==> src/rtl/cordic_pkg.sv <==
// Shared types and constants for the iterative rotation-mode CORDIC core.
package cordic_pkg;

  typedef enum logic [1:0] {
    IDLE,
    ROTATE,
    DONE
  } state_t;

  // The arctan table is stored in Q4.12; other FracBits settings rescale it.
  localparam int LUT_FRAC = 12;

  // 1/K in Q4.12, the usual x0 pre-scale for unit-magnitude sin/cos output.
  localparam logic [15:0] KINV = 16'h09B7;

  // atan(2^-i) in Q4.12; entries past i=12 round to zero.
  function automatic logic [15:0] atan_lut(input logic [7:0] i);
    logic [15:0] v;
    case (i)
      8'd0:    v = 16'd3217;
      8'd1:    v = 16'd1899;
      8'd2:    v = 16'd1003;
      8'd3:    v = 16'd509;
      8'd4:    v = 16'd256;
      8'd5:    v = 16'd128;
      8'd6:    v = 16'd64;
      8'd7:    v = 16'd32;
      8'd8:    v = 16'd16;
      8'd9:    v = 16'd8;
      8'd10:   v = 16'd4;
      8'd11:   v = 16'd2;
      8'd12:   v = 16'd1;
      default: v = 16'd0;
    endcase
    return v;
  endfunction

endpackage

==> src/rtl/cordic_if.sv <==
// Start/operand/result bundle between a CORDIC client and the core.
interface cordic_if #(
  parameter int Width = 16
);
  logic                    start_cordic_i;
  logic signed [Width-1:0] x0_i;
  logic signed [Width-1:0] y0_i;
  logic signed [Width-1:0] z0_i;
  logic signed [Width-1:0] xn_o;
  logic signed [Width-1:0] yn_o;
  logic signed [Width-1:0] zn_o;
  logic                    done_tick_cordic_o;

  modport master (
    output start_cordic_i, x0_i, y0_i, z0_i,
    input  xn_o, yn_o, zn_o, done_tick_cordic_o
  );

  modport slave (
    input  start_cordic_i, x0_i, y0_i, z0_i,
    output xn_o, yn_o, zn_o, done_tick_cordic_o
  );
endinterface

==> src/rtl/cordic_stage.sv <==
// One combinational CORDIC micro-rotation, steered by the sign of z.
module cordic_stage
  import cordic_pkg::*;
#(
  parameter int Width    = 16,
  parameter int FracBits = 12,
  parameter int CW       = 5
) (
  input  logic signed [Width+1:0] x_i,
  input  logic signed [Width+1:0] y_i,
  input  logic signed [Width-1:0] z_i,
  input  logic        [CW-1:0]    i_i,
  output logic signed [Width+1:0] x_o,
  output logic signed [Width+1:0] y_o,
  output logic signed [Width-1:0] z_o
);

  logic signed [Width+1:0] x_sh;
  logic signed [Width+1:0] y_sh;
  logic signed [Width-1:0] atan_raw;
  logic signed [Width-1:0] atan_w;

  assign x_sh     = x_i >>> i_i;
  assign y_sh     = y_i >>> i_i;
  assign atan_raw = Width'(atan_lut(8'(i_i)));

  if (FracBits >= LUT_FRAC) begin : g_lut_up
    assign atan_w = atan_raw <<< (FracBits - LUT_FRAC);
  end else begin : g_lut_down
    assign atan_w = atan_raw >>> (LUT_FRAC - FracBits);
  end

  // Rotate towards z = 0: negative z means d = -1.
  always_comb begin
    if (z_i[Width-1]) begin
      x_o = x_i + y_sh;
      y_o = y_i - x_sh;
      z_o = z_i + atan_w;
    end else begin
      x_o = x_i - y_sh;
      y_o = y_i + x_sh;
      z_o = z_i - atan_w;
    end
  end

endmodule

==> src/rtl/cordic.sv <==
// Iterative rotation-mode CORDIC: FSM, iteration counter and x/y/z registers.
module cordic
  import cordic_pkg::*;
#(
  parameter int Width    = 16,
  parameter int FracBits = 12,
  parameter int Iter     = 16
) (
  input  logic      clk_i,
  input  logic      rst_i,
  cordic_if.slave   bus
);

  localparam int            CW   = $clog2(Width + 1);
  localparam logic [CW-1:0] LAST = CW'(Iter - 1);

  state_t state_q, state_d;
  logic [CW-1:0] i_q, i_d;
  logic signed [Width+1:0] x_q, x_d, y_q, y_d, x_nx, y_nx;
  logic signed [Width-1:0] z_q, z_d, z_nx;
  logic signed [Width-1:0] xn_q, yn_q, zn_q;
  logic done_q;
  logic load, rot, fin;

  cordic_stage #(.Width(Width), .FracBits(FracBits), .CW(CW)) u_stage (
    .x_i (x_q),
    .y_i (y_q),
    .z_i (z_q),
    .i_i (i_q),
    .x_o (x_nx),
    .y_o (y_nx),
    .z_o (z_nx)
  );

  // State register.
  always_ff @(posedge clk_i) begin
    if (rst_i) state_q <= IDLE;
    else       state_q <= state_d;
  end

  // Next-state and datapath control strobes.
  always_comb begin
    state_d = state_q;
    load    = 1'b0;
    rot     = 1'b0;
    fin     = 1'b0;
    case (state_q)
      IDLE: begin
        if (bus.start_cordic_i) begin
          load    = 1'b1;
          state_d = ROTATE;
        end
      end
      ROTATE: begin
        rot = 1'b1;
        if (i_q == LAST) state_d = DONE;
      end
      DONE: begin
        fin     = 1'b1;
        state_d = IDLE;
      end
      default: state_d = IDLE;
    endcase
  end

  // Working-register next values: sign-extended load or one micro-rotation.
  always_comb begin
    x_d = x_q;
    y_d = y_q;
    z_d = z_q;
    i_d = i_q;
    if (load) begin
      x_d = {{2{bus.x0_i[Width-1]}}, bus.x0_i};
      y_d = {{2{bus.y0_i[Width-1]}}, bus.y0_i};
      z_d = bus.z0_i;
      i_d = '0;
    end else if (rot) begin
      x_d = x_nx;
      y_d = y_nx;
      z_d = z_nx;
      i_d = i_q + CW'(1);
    end
  end

  // Working registers and iteration counter.
  always_ff @(posedge clk_i) begin
    if (rst_i) begin
      x_q <= '0;
      y_q <= '0;
      z_q <= '0;
      i_q <= '0;
    end else begin
      x_q <= x_d;
      y_q <= y_d;
      z_q <= z_d;
      i_q <= i_d;
    end
  end

  // Result registers: updated only on completion, done pulses alongside.
  always_ff @(posedge clk_i) begin
    if (rst_i) begin
      xn_q   <= '0;
      yn_q   <= '0;
      zn_q   <= '0;
      done_q <= 1'b0;
    end else begin
      done_q <= fin;
      if (fin) begin
        xn_q <= x_q[Width-1:0];
        yn_q <= y_q[Width-1:0];
        zn_q <= z_q;
      end
    end
  end

  assign bus.xn_o               = xn_q;
  assign bus.yn_o               = yn_q;
  assign bus.zn_o               = zn_q;
  assign bus.done_tick_cordic_o = done_q;

endmodule

==> src/flat_wrapper.sv <==
// flat-port wrapper written by rule: the top's interface ports become plain ports
module cordic_flat import cordic_pkg::*;
#(
  parameter int Width    = 16,
  parameter int FracBits = 12,
  parameter int Iter     = 16
)
  (clk_i, rst_i, bus_start_cordic_i, bus_x0_i, bus_y0_i, bus_z0_i, bus_xn_o, bus_yn_o, bus_zn_o, bus_done_tick_cordic_o);
  cordic_if #(.Width(Width)) bus_i ();
  input  logic clk_i;
  input  logic rst_i;
  input wire logic [$bits(bus_i.start_cordic_i)-1:0] bus_start_cordic_i;
  input wire logic [$bits(bus_i.x0_i)-1:0] bus_x0_i;
  input wire logic [$bits(bus_i.y0_i)-1:0] bus_y0_i;
  input wire logic [$bits(bus_i.z0_i)-1:0] bus_z0_i;
  output wire logic [$bits(bus_i.xn_o)-1:0] bus_xn_o;
  output wire logic [$bits(bus_i.yn_o)-1:0] bus_yn_o;
  output wire logic [$bits(bus_i.zn_o)-1:0] bus_zn_o;
  output wire logic [$bits(bus_i.done_tick_cordic_o)-1:0] bus_done_tick_cordic_o;
  assign bus_i.start_cordic_i = bus_start_cordic_i;
  assign bus_i.x0_i = bus_x0_i;
  assign bus_i.y0_i = bus_y0_i;
  assign bus_i.z0_i = bus_z0_i;
  assign bus_xn_o = bus_i.xn_o;
  assign bus_yn_o = bus_i.yn_o;
  assign bus_zn_o = bus_i.zn_o;
  assign bus_done_tick_cordic_o = bus_i.done_tick_cordic_o;
  cordic #(.Width(Width), .FracBits(FracBits), .Iter(Iter)) u_core (.clk_i(clk_i), .rst_i(rst_i), .bus(bus_i));
endmodule
==> config.mk <==
export PLATFORM = sky130hd
export DESIGN_NAME = cordic_flat
export DESIGN_NICKNAME = d
export VERILOG_FILES = /design/src/rtl/cordic_pkg.sv /design/src/rtl/cordic_if.sv /design/src/rtl/cordic_stage.sv /design/src/rtl/cordic.sv /design/src/flat_wrapper.sv
export SDC_FILE = /design/constraint.sdc
export NUM_CORES = 1
export LEC_CHECK = 0
export BUFFER_PORTS_ARGS = -buffer_cell sky130_fd_sc_hd__buf_2
export CELL_PAD_IN_SITES_DETAIL_PLACEMENT = 1
export CELL_PAD_IN_SITES_GLOBAL_PLACEMENT = 1
export CORE_MARGIN = 2
export CORE_UTILIZATION = 49
export CTS_CLUSTER_SIZE = 30
export DETAILED_ROUTE_END_ITERATION = 8
export PLACE_DENSITY = 0.95
export SYNTH_ARGS = -nofsm -noshare
export SYNTH_HDL_FRONTEND = slang
export SYNTH_SLANG_ARGS = --single-unit
==> constraint.sdc <==
create_clock -name clk_i -period 11.4 [get_ports clk_i]
set_input_delay 1.71 -clock clk_i [delete_from_list [all_inputs] [get_ports clk_i]]
set_output_delay 1.71 -clock clk_i [all_outputs]
set_load 0.005 [all_outputs]
==> metrics.md, run 1 <==
| Metric | Value |
|---|---|
| Relative slew slack | 18.35% |
| Vias in the first global route | 11784 |
| DRT iter0 DRCs | 1333 |
| Worst path required time | 11.79 ns |
| # H-tree levels | 4 |
| Crit path time final | 6.046 ns |
| Core ar. | 19650 um^2 |
| Routed via count | 11266 |
| Largest net degree at the start of global routing | 62 |
| Maximum vdd ir drop | 0.1345 mV |
| Post-synthesis sequential area ratio | 24.29% |
| # DRC | 0 |
| RSZ-0062 raised after global routing | no |
| Setup ws final | 5.354 ns |
| Status | complete, no violations |
| Die width | 146.1 um |
| Fill count | 2413 |
| Clock slew at reported path FFs | 0.07 ns |
| Tot GR Track Use | 41.65% |
| CP arrival | 6.44 ns |
| Number of flops mapped to enable cells by yosys | 0 |
| Cells along the critical path | buf_4, mux2_2, mux4_2, o21ai_0, and2_1, nor3b_2, a21oi_1, a21oi_1, xor2_1, ha_1, a21o_1, a21o_1, a21oi_1, nor2b_1, a311o_1, a21oi_1, mux2i_1, o221ai_1, a21oi_1 |
| Port-buffer cells | 99 |
| Crit-path max FO | 57 |
| Fin. max-slew vios | 0 |
| Pleak | 4.465 nW |
| Antenna violations before repair | 1 |
| Synth Net Count | 1357 |
| CTS Buf Count | 17 |
| Worst-Margin Slew | 1.223 ns |
| Post-CTS sizing | 0 |
| Layout Area Growth over Synthesis | 12.02% |
| Final hold viol count | 0 |
| CTS tree | yes |
| Detail Placement HPWL | 26.89 mm |
| Die Span Y | 146.1 um |
| I/O pin total | 100 |
| CP Capture Type | register |
| Final RePlAce weighted congestion | 0.9628 |
| Clk Latency, worst-skew pair | 0.46 ns |
| CP dominant cell by count | a21oi_1 |
| CP Class | register to register |
| Nets | 1402 |
| Max-Cap Viols | 0 |
| GRT Residual Overflow | 0 |
| Routed WL | 44.91 mm |
| Antenna-violating nets left | 0 |
| DRT Pass-1 Iters | 8 |
| CTS Hold Bufs | 0 |
| Die ar. | 21340 um^2 |
| Max clock buf depth | 2 |
| DR vias/cell | 7.185 |
| Synth async-reset ratio | 0% |
| Setup-failing EPs final | 0 |
| Clock skew | 0.01657 ns |
| Yosys reg bits | 120 |
| CTS sink count | 120 |
| Period utilization | 53.03% |
| DP Worst Slack | 5.490 ns |
| HP Class | register to register |
| Syn avg cell area | 7.956 um^2 |
| Top FF cell, synth | dfxtp_1 |
| Post-CTS Setup Bufs | 0 |
| Max Clk Rate | 165.4 MHz |
| TNS Setup | 0 ns |
| Netlist cell types | 76 |
| Cell count after synthesis | 1243 |
| Starting density of the core | 50.32% |
| Max incr delay on CP | 0.63 ns |
| Root buffer cell | clkbuf_16 |
| Routed WL per cell | 28.64 um |
| Setup crit start kind | register |
| First-pass GRT wire length | 68.94 mm |
| Synth Warn # | 0 |
| Mapped cell area | 9889 um^2 |
| FP Rows | 51 |
| CP max stage cell | buf_4 |
| Min Hold Slack | 0.4531 ns |
| Share of layout cells above drive strength 1 | 17.45% |
| Power density over the cells | 256.9 nW/um^2 |
final timing paths:
kind,slack (ns),depth (start not counted),from,to
worst max-delay path,5.35,19,u_core.i_q[0],u_core.y_q[14]
worst min-delay path,0.45,2,u_core.bus.xn_o[13],u_core.bus.xn_o[13]
worst max register to register,5.35,19,u_core.i_q[0],u_core.y_q[14]
worst min register to register,0.45,2,u_core.bus.xn_o[13],u_core.bus.xn_o[13]
state kept, by name, indices dropped and copies added (netlist names), named ones only:
register	flops
u_core.state_q	2
u_core.bus.xn_o	16
u_core.bus.zn_o	16
u_core.bus.yn_o	16
u_core.bus.done_tick_cordic_o	1
u_core.x_q	18
u_core.y_q	18
u_core.z_q	16
u_core.i_q	5
cells in the final DEF (no fill, tap or decap), drive strengths merged, types with 5 or more instances in the layout:
cell type  synthesis  final
a2111oi            6      6
o21ai             47     47
a31oi             13     13
mux2i             19     19
and3              10     10
mux2              29     29
mux4              32     32
ha                60     60
a21o              16     16
nor3              23     23
a211oi             9      9
nand3             12     12
and2               8      8
or3               10     10
o211ai             8      8
xor2              26     26
a21oi            163    163
nor2              90     90
o31ai              9      9
xnor2             54     54
buf               24    112
nor2b             10     10
nor3b              8      8
clkinv             1      5
inv               37     44
nand2            195    195
o21a               6      6
o221ai            33     33
nand2b            13     13
o22ai             18     18
o21bai            10     10
clkbuf            62     17
dfxtp            120    120
power breakdown:
group          leakage [nW]  internal (mW)  switching [mW]
registers             0.982          0.472           0.182
clock network         0.301          0.349           0.247
logic                  3.18          0.656           0.940
total                  4.47           1.48            1.37
critical path: cells and delay by family, from the launching register on:
kind / cells / cell delay, ns
AND/OR/NAND/NOR: 3 / 0.66
flip-flops: 1 / 0.31
XOR/XNOR: 1 / 0.29
multiplexers: 3 / 1.17
AO/OA/AOI/OAI: 10 / 2.49
buffers and inverters: 1 / 0.63
adder cells (fa/ha/maj): 1 / 0.38
layer usage:
layer  up-vias  GRT usage [%]  wire [um]
li1       4616              -          -
met1      5425          46.29      15210
met2       892          66.96      20420
met3       333          11.16       4999
met4         0          34.32       4277
met5         -              0          0
Yosys cell counts (4+ instances only):
library cell  count  area share [%]
o211ai_1          8            0.61
o221ai_1         33             2.9
nand3_1          12            0.61
nor3b_1           6            0.46
o31ai_1           9            0.68
a31o_2            4            0.35
a221o_1           4            0.40
o21ai_0          45             2.3
a21oi_1         163             8.2
buf_2             8            0.40
and3_1           10            0.63
dfxtp_1         120              24
o21bai_1         10            0.76
buf_6             5            0.57
buf_1             8            0.30
mux2_2           23             2.6
nand2b_1         13            0.82
and2_1            8            0.51
inv_1            37             1.4
ha_1             60             7.6
xnor2_1          54             4.8
a2111oi_0         6            0.53
o22ai_1          18             1.1
xor2_1           26             2.3
nand2_1         195             7.4
clkbuf_1         62             2.4
o21a_1            6            0.46
a22oi_1           4            0.30
mux2_1            4            0.46
mux4_2           31             7.1
nor2_1           89             3.4
a211oi_1          8            0.61
mux2i_1          19             1.9
a21o_1           16             1.2
nor3_1           23             1.2
or3_1            10            0.63
nor2b_1          10            0.63
a31oi_1          13            0.82
final cells by class:
type,count,area (um^2),share of cell area (%)
multi-input combinational,999,6983,63.03
sequential,120,2406,21.72
timing repair buffer,112,595.6,5.376
clock buffer,17,425.4,3.840
tap,265,331.6,2.993
clock inverter,15,188.9,1.705
inverter,38,142.6,1.288
antenna,2,5.005,0.04518
stage by stage:
| stage | total power [mW] | util, % | area (um^2) | cells |
|---|---|---|---|---|
| final | 2.845 | 56.37 | 11080 | 1568 |
| after global routing | 2.945 | 56.35 | 11080 | 1567 |
| after CTS | 2.756 | 56.34 | 11070 | 1566 |
| after detailed placement | 2.070 | 53.21 | 10460 | 1534 |
| after global placement | 1.964 | 53.21 | 10460 | 1534 |
| after floorplan | 1.681 | - | 9889 | 1243 |
kinds of logic after synthesis:
kind of cell    after synthesis  share of synthesized area, %
simple gates                397                         17.93
compound gates              378                         24.34
buf+inv                     124                         5.301
flops                       120                         24.29
xor+xnor                     81                         7.313
mux                          80                         12.63
fa+ha+maj                    63                         8.198
Power figures use the tool's default switching activity.
==> run 2, diff against run 1 <==
Settings changed: CORE_UTILIZATION 49 to 41, PLACE_DENSITY 0.95 to 0.9.
Clock period 11.4 ns to 5.2 ns, I/O delays scaled along.
==> run 2 against run 1 <==
Against the previous run: count of clock-buffer cells in the layout rose by 7; wire length fell by 9.2%; first-iteration DRC count down 22%; global-route usage down 10 points; total power is 120% higher; utilization fell by 6.9 points; cell area rose by 5.1%; cell count grew 6.2%; flip-flop and latch count stayed put; setup slack got worse by 5.1 ns; combinational power grew 130%; maximum frequency increased by 21%.
==> metrics.md, run 2 (synthesized netlist as in run 1, its figures left out) <==
| Metric | Value |
|---|---|
| Status | complete, no violations (unchanged) |
| # H-tree levels | 4 (unchanged) |
| Routed WL per cell | 24.50 um (was 28.64 um) |
| Routed via count | 10688 (was 11266) |
| GRT Residual Overflow | 0 (unchanged) |
| DR vias/cell | 6.419 (was 7.185) |
| Share of layout cells above drive strength 1 | 21.25% (was 17.45%) |
| Reg power frac | 21.0% (was 23.0%) |
| Clk Latency, worst-skew pair | 0.44 ns (was 0.46 ns) |
| Maximum vdd ir drop | 0.2686 mV (was 0.1345 mV) |
| Final hold viol count | 0 (unchanged) |
| Max Clk Rate | 200.3 MHz (was 165.4 MHz) |
| CTS tree | yes (unchanged) |
| # DRC | 0 (unchanged) |
| Gate power share | 58.8% (was 56.1%) |
| Port-buffer cells | 99 (unchanged) |
| I/O pin total | 100 (unchanged) |
| Largest net degree at the start of global routing | 60 (was 62) |
| Fin. max-slew vios | 0 (unchanged) |
| Sw Ratio | 45.21% (was 48.13%) |
| Post-Layout Cell Count | 1665 (was 1568) |
| Clock slew at reported path FFs | 0.06 ns (was 0.07 ns) |
| CTS Hold Bufs | 0 (unchanged) |
| Relative slew slack | 20.53% (was 18.35%) |
| Commonest cells after routing, fill and taps aside | 195 x nand2_1, 160 x a21oi_1, 117 x dfxtp_1 (was 195 x nand2_1, 163 x a21oi_1, 117 x dfxtp_1) |
| Tot GR Track Use | 31.15% (was 41.65%) |
| DRT iter0 DRCs | 1046 (was 1333) |
| DRT Pass-1 Iters | 6 (was 8) |
| Largest regs | u_core.x_q x18, u_core.y_q x18 (unchanged) |
| Worst-Margin Slew | 1.190 ns (was 1.223 ns) |
| FP Rows | 56 (was 51) |
| Die Span Y | 159.3 um (was 146.1 um) |
| First-pass GRT wire length | 62.54 mm (was 68.94 mm) |
| Die ar. | 25380 um^2 (was 21340 um^2) |
| CP Capture Type | register (unchanged) |
| Cell Area, Placed | 10860 um^2 (was 10460 um^2) |
| HP Class | register to register (unchanged) |
| # diodes | 0 (was 2) |
| Vias in the first global route | 11102 (was 11784) |
| CTS Buf Count | 17 (unchanged) |
| Clock power share | 20.2% (was 20.9%) |
| NetSw | 2.836 mW (was 1.369 mW) |
| Clock skew | 0.01472 ns (was 0.01657 ns) |
| Crit path time final | 4.993 ns (was 6.046 ns) |
| Routed WL | 40.79 mm (was 44.91 mm) |
| Core ar. | 23540 um^2 (was 19650 um^2) |
| Power density over the cells | 538.8 nW/um^2 (was 256.9 nW/um^2) |
| CP arrival | 5.29 ns (was 6.44 ns) |
| Power Internal | 3.437 mW (was 1.476 mW) |
| Dpl cells | 1629 (was 1534) |
| Setup-failing EPs final | 0 (unchanged) |
| Starting density of the core | 42.01% (was 50.32%) |
| Period utilization | 96.01% (was 53.03%) |
| Tot Pwr | 6.273 mW (was 2.845 mW) |
| TNS Setup | 0 ns (unchanged) |
| Max clock buf depth | 2 (unchanged) |
| Crit-path max FO | 16 (was 57) |
| Pleak | 4.737 nW (was 4.465 nW) |
| Die width | 159.3 um (was 146.1 um) |
| Antenna violations before repair | 0 (was 1) |
| Nets | 1448 (was 1402) |
| Detail Placement HPWL | 28.31 mm (was 26.89 mm) |
| Final RePlAce weighted congestion | 0.9679 (was 0.9628) |
| CP Class | register to register (unchanged) |
| Max-Cap Viols | 0 (unchanged) |
| Worst path required time | 5.49 ns (was 11.79 ns) |
| Root buffer cell | clkbuf_16 (unchanged) |
| Setup crit start kind | register (unchanged) |
| Layout Area Growth over Synthesis | 17.73% (was 12.02%) |
| Most common cell after layout, fill and taps aside | nand2_1 (unchanged) |
| Fin area | 11640 um^2 (was 11080 um^2) |
| Antenna-violating nets left | 0 (unchanged) |
| CTS sink count | 120 (unchanged) |
-- run 2: changes by cell type in the layout (fill, tap and decap cells not counted), moves of 2 or more --
cell | before | now
clkbuf_8 | 0 | 4
o31ai_1 | 9 | 7
inv_6 | 6 | 0
a21oi_1 | 163 | 160
clkbuf_1 | 0 | 3
ha_1 | 60 | 57
ha_2 | 0 | 3
buf_12 | 0 | 2
o31ai_2 | 0 | 2
buf_4 | 14 | 56
a21oi_2 | 0 | 3
diode_2 | 2 | 0
-- run 2: worst paths after layout --
path / from / end / slack [ns] / depth (start not counted)
max: u_core.i_q[0] / u_core.x_q[17] / 0.21 / 21
max reg2reg: u_core.i_q[0] / u_core.x_q[17] / 0.21 / 21
min: u_core.bus.xn_o[5] / u_core.bus.xn_o[5] / 0.45 / 2
min reg2reg: u_core.bus.xn_o[5] / u_core.bus.xn_o[5] / 0.45 / 2
-- run 2: final cells by class --
type / instances / area [um^2]
flip-flops and latches: 120 / 2409
inverters: 38 / 142.6
fillers: 2906 / 11900
well taps: 319 / 399.1
clock inverters: 7 / 116.4
clock buffers: 24 / 491.7
multi-input cells: 999 / 7097
repair buffers: 158 / 987.2
-- run 2: critical path: stages (launching register included) --
cell	delay, ns
dfxtp_4	0.39
buf_4	0.19
buf_12	0.18
buf_4	0.21
mux2i_2	0.40
o22a_1	0.30
o211ai_1	0.16
nand2b_1	0.22
nor3_1	0.34
and3_1	0.25
a21oi_1	0.09
xor2_1	0.19
ha_1	0.34
buf_4	0.18
a21oi_1	0.15
o221ai_1	0.17
nor4_2	0.30
o31ai_2	0.14
a31oi_1	0.22
xnor3_1	0.25
nand2_1	0.11
a211oi_2	0.07
-- run 2: repair_timing --
item / CTS / global route
buffers inserted: 0 / 4
gates cloned: 0 / 1
pin swaps: 0 / 4
endpoints found under the setup margin: 7 / 9
resized for setup: 6 / 19
-- run 2: routing by layer --
layer | vias to the layer above | GRT usage, % | wire length, um
li1 | 4707 | - | -
met4 | 0 | 16.57 | 1932
met2 | 584 | 52.43 | 19490
met1 | 5263 | 38.33 | 16220
met3 | 134 | 5.079 | 3149
met5 | - | 0 | 0
-- run 2: power by group through the flow --
stage	clock (mW)	sequential (mW)	combinational [mW]
6_report	1.26	1.32	3.69
5_1_grt	1.30	1.32	3.97
3_3_place_gp	0	1.31	3.22
2_1_floorplan	0	1.17	2.52
3_5_place_dp	0	1.31	3.35
4_1_cts	1.27	1.30	3.48
-- run 2: through the flow --
| step | hold slack, ns | setup WS [ns] | util, % |
|---|---|---|---|
| 2_1_floorplan | 0.4494 | 0.4943 | - |
| 3_3_place_gp | 0.4400 | 0.1666 | 46.13 |
| 3_5_place_dp | 0.4451 | -0.1165 | 46.13 |
| 4_1_cts | 0.4536 | 0.01619 | 48.80 |
| 5_1_grt | 0.4836 | -0.03776 | 49.45 |
| 6_report | 0.4534 | 0.2074 | 49.45 |
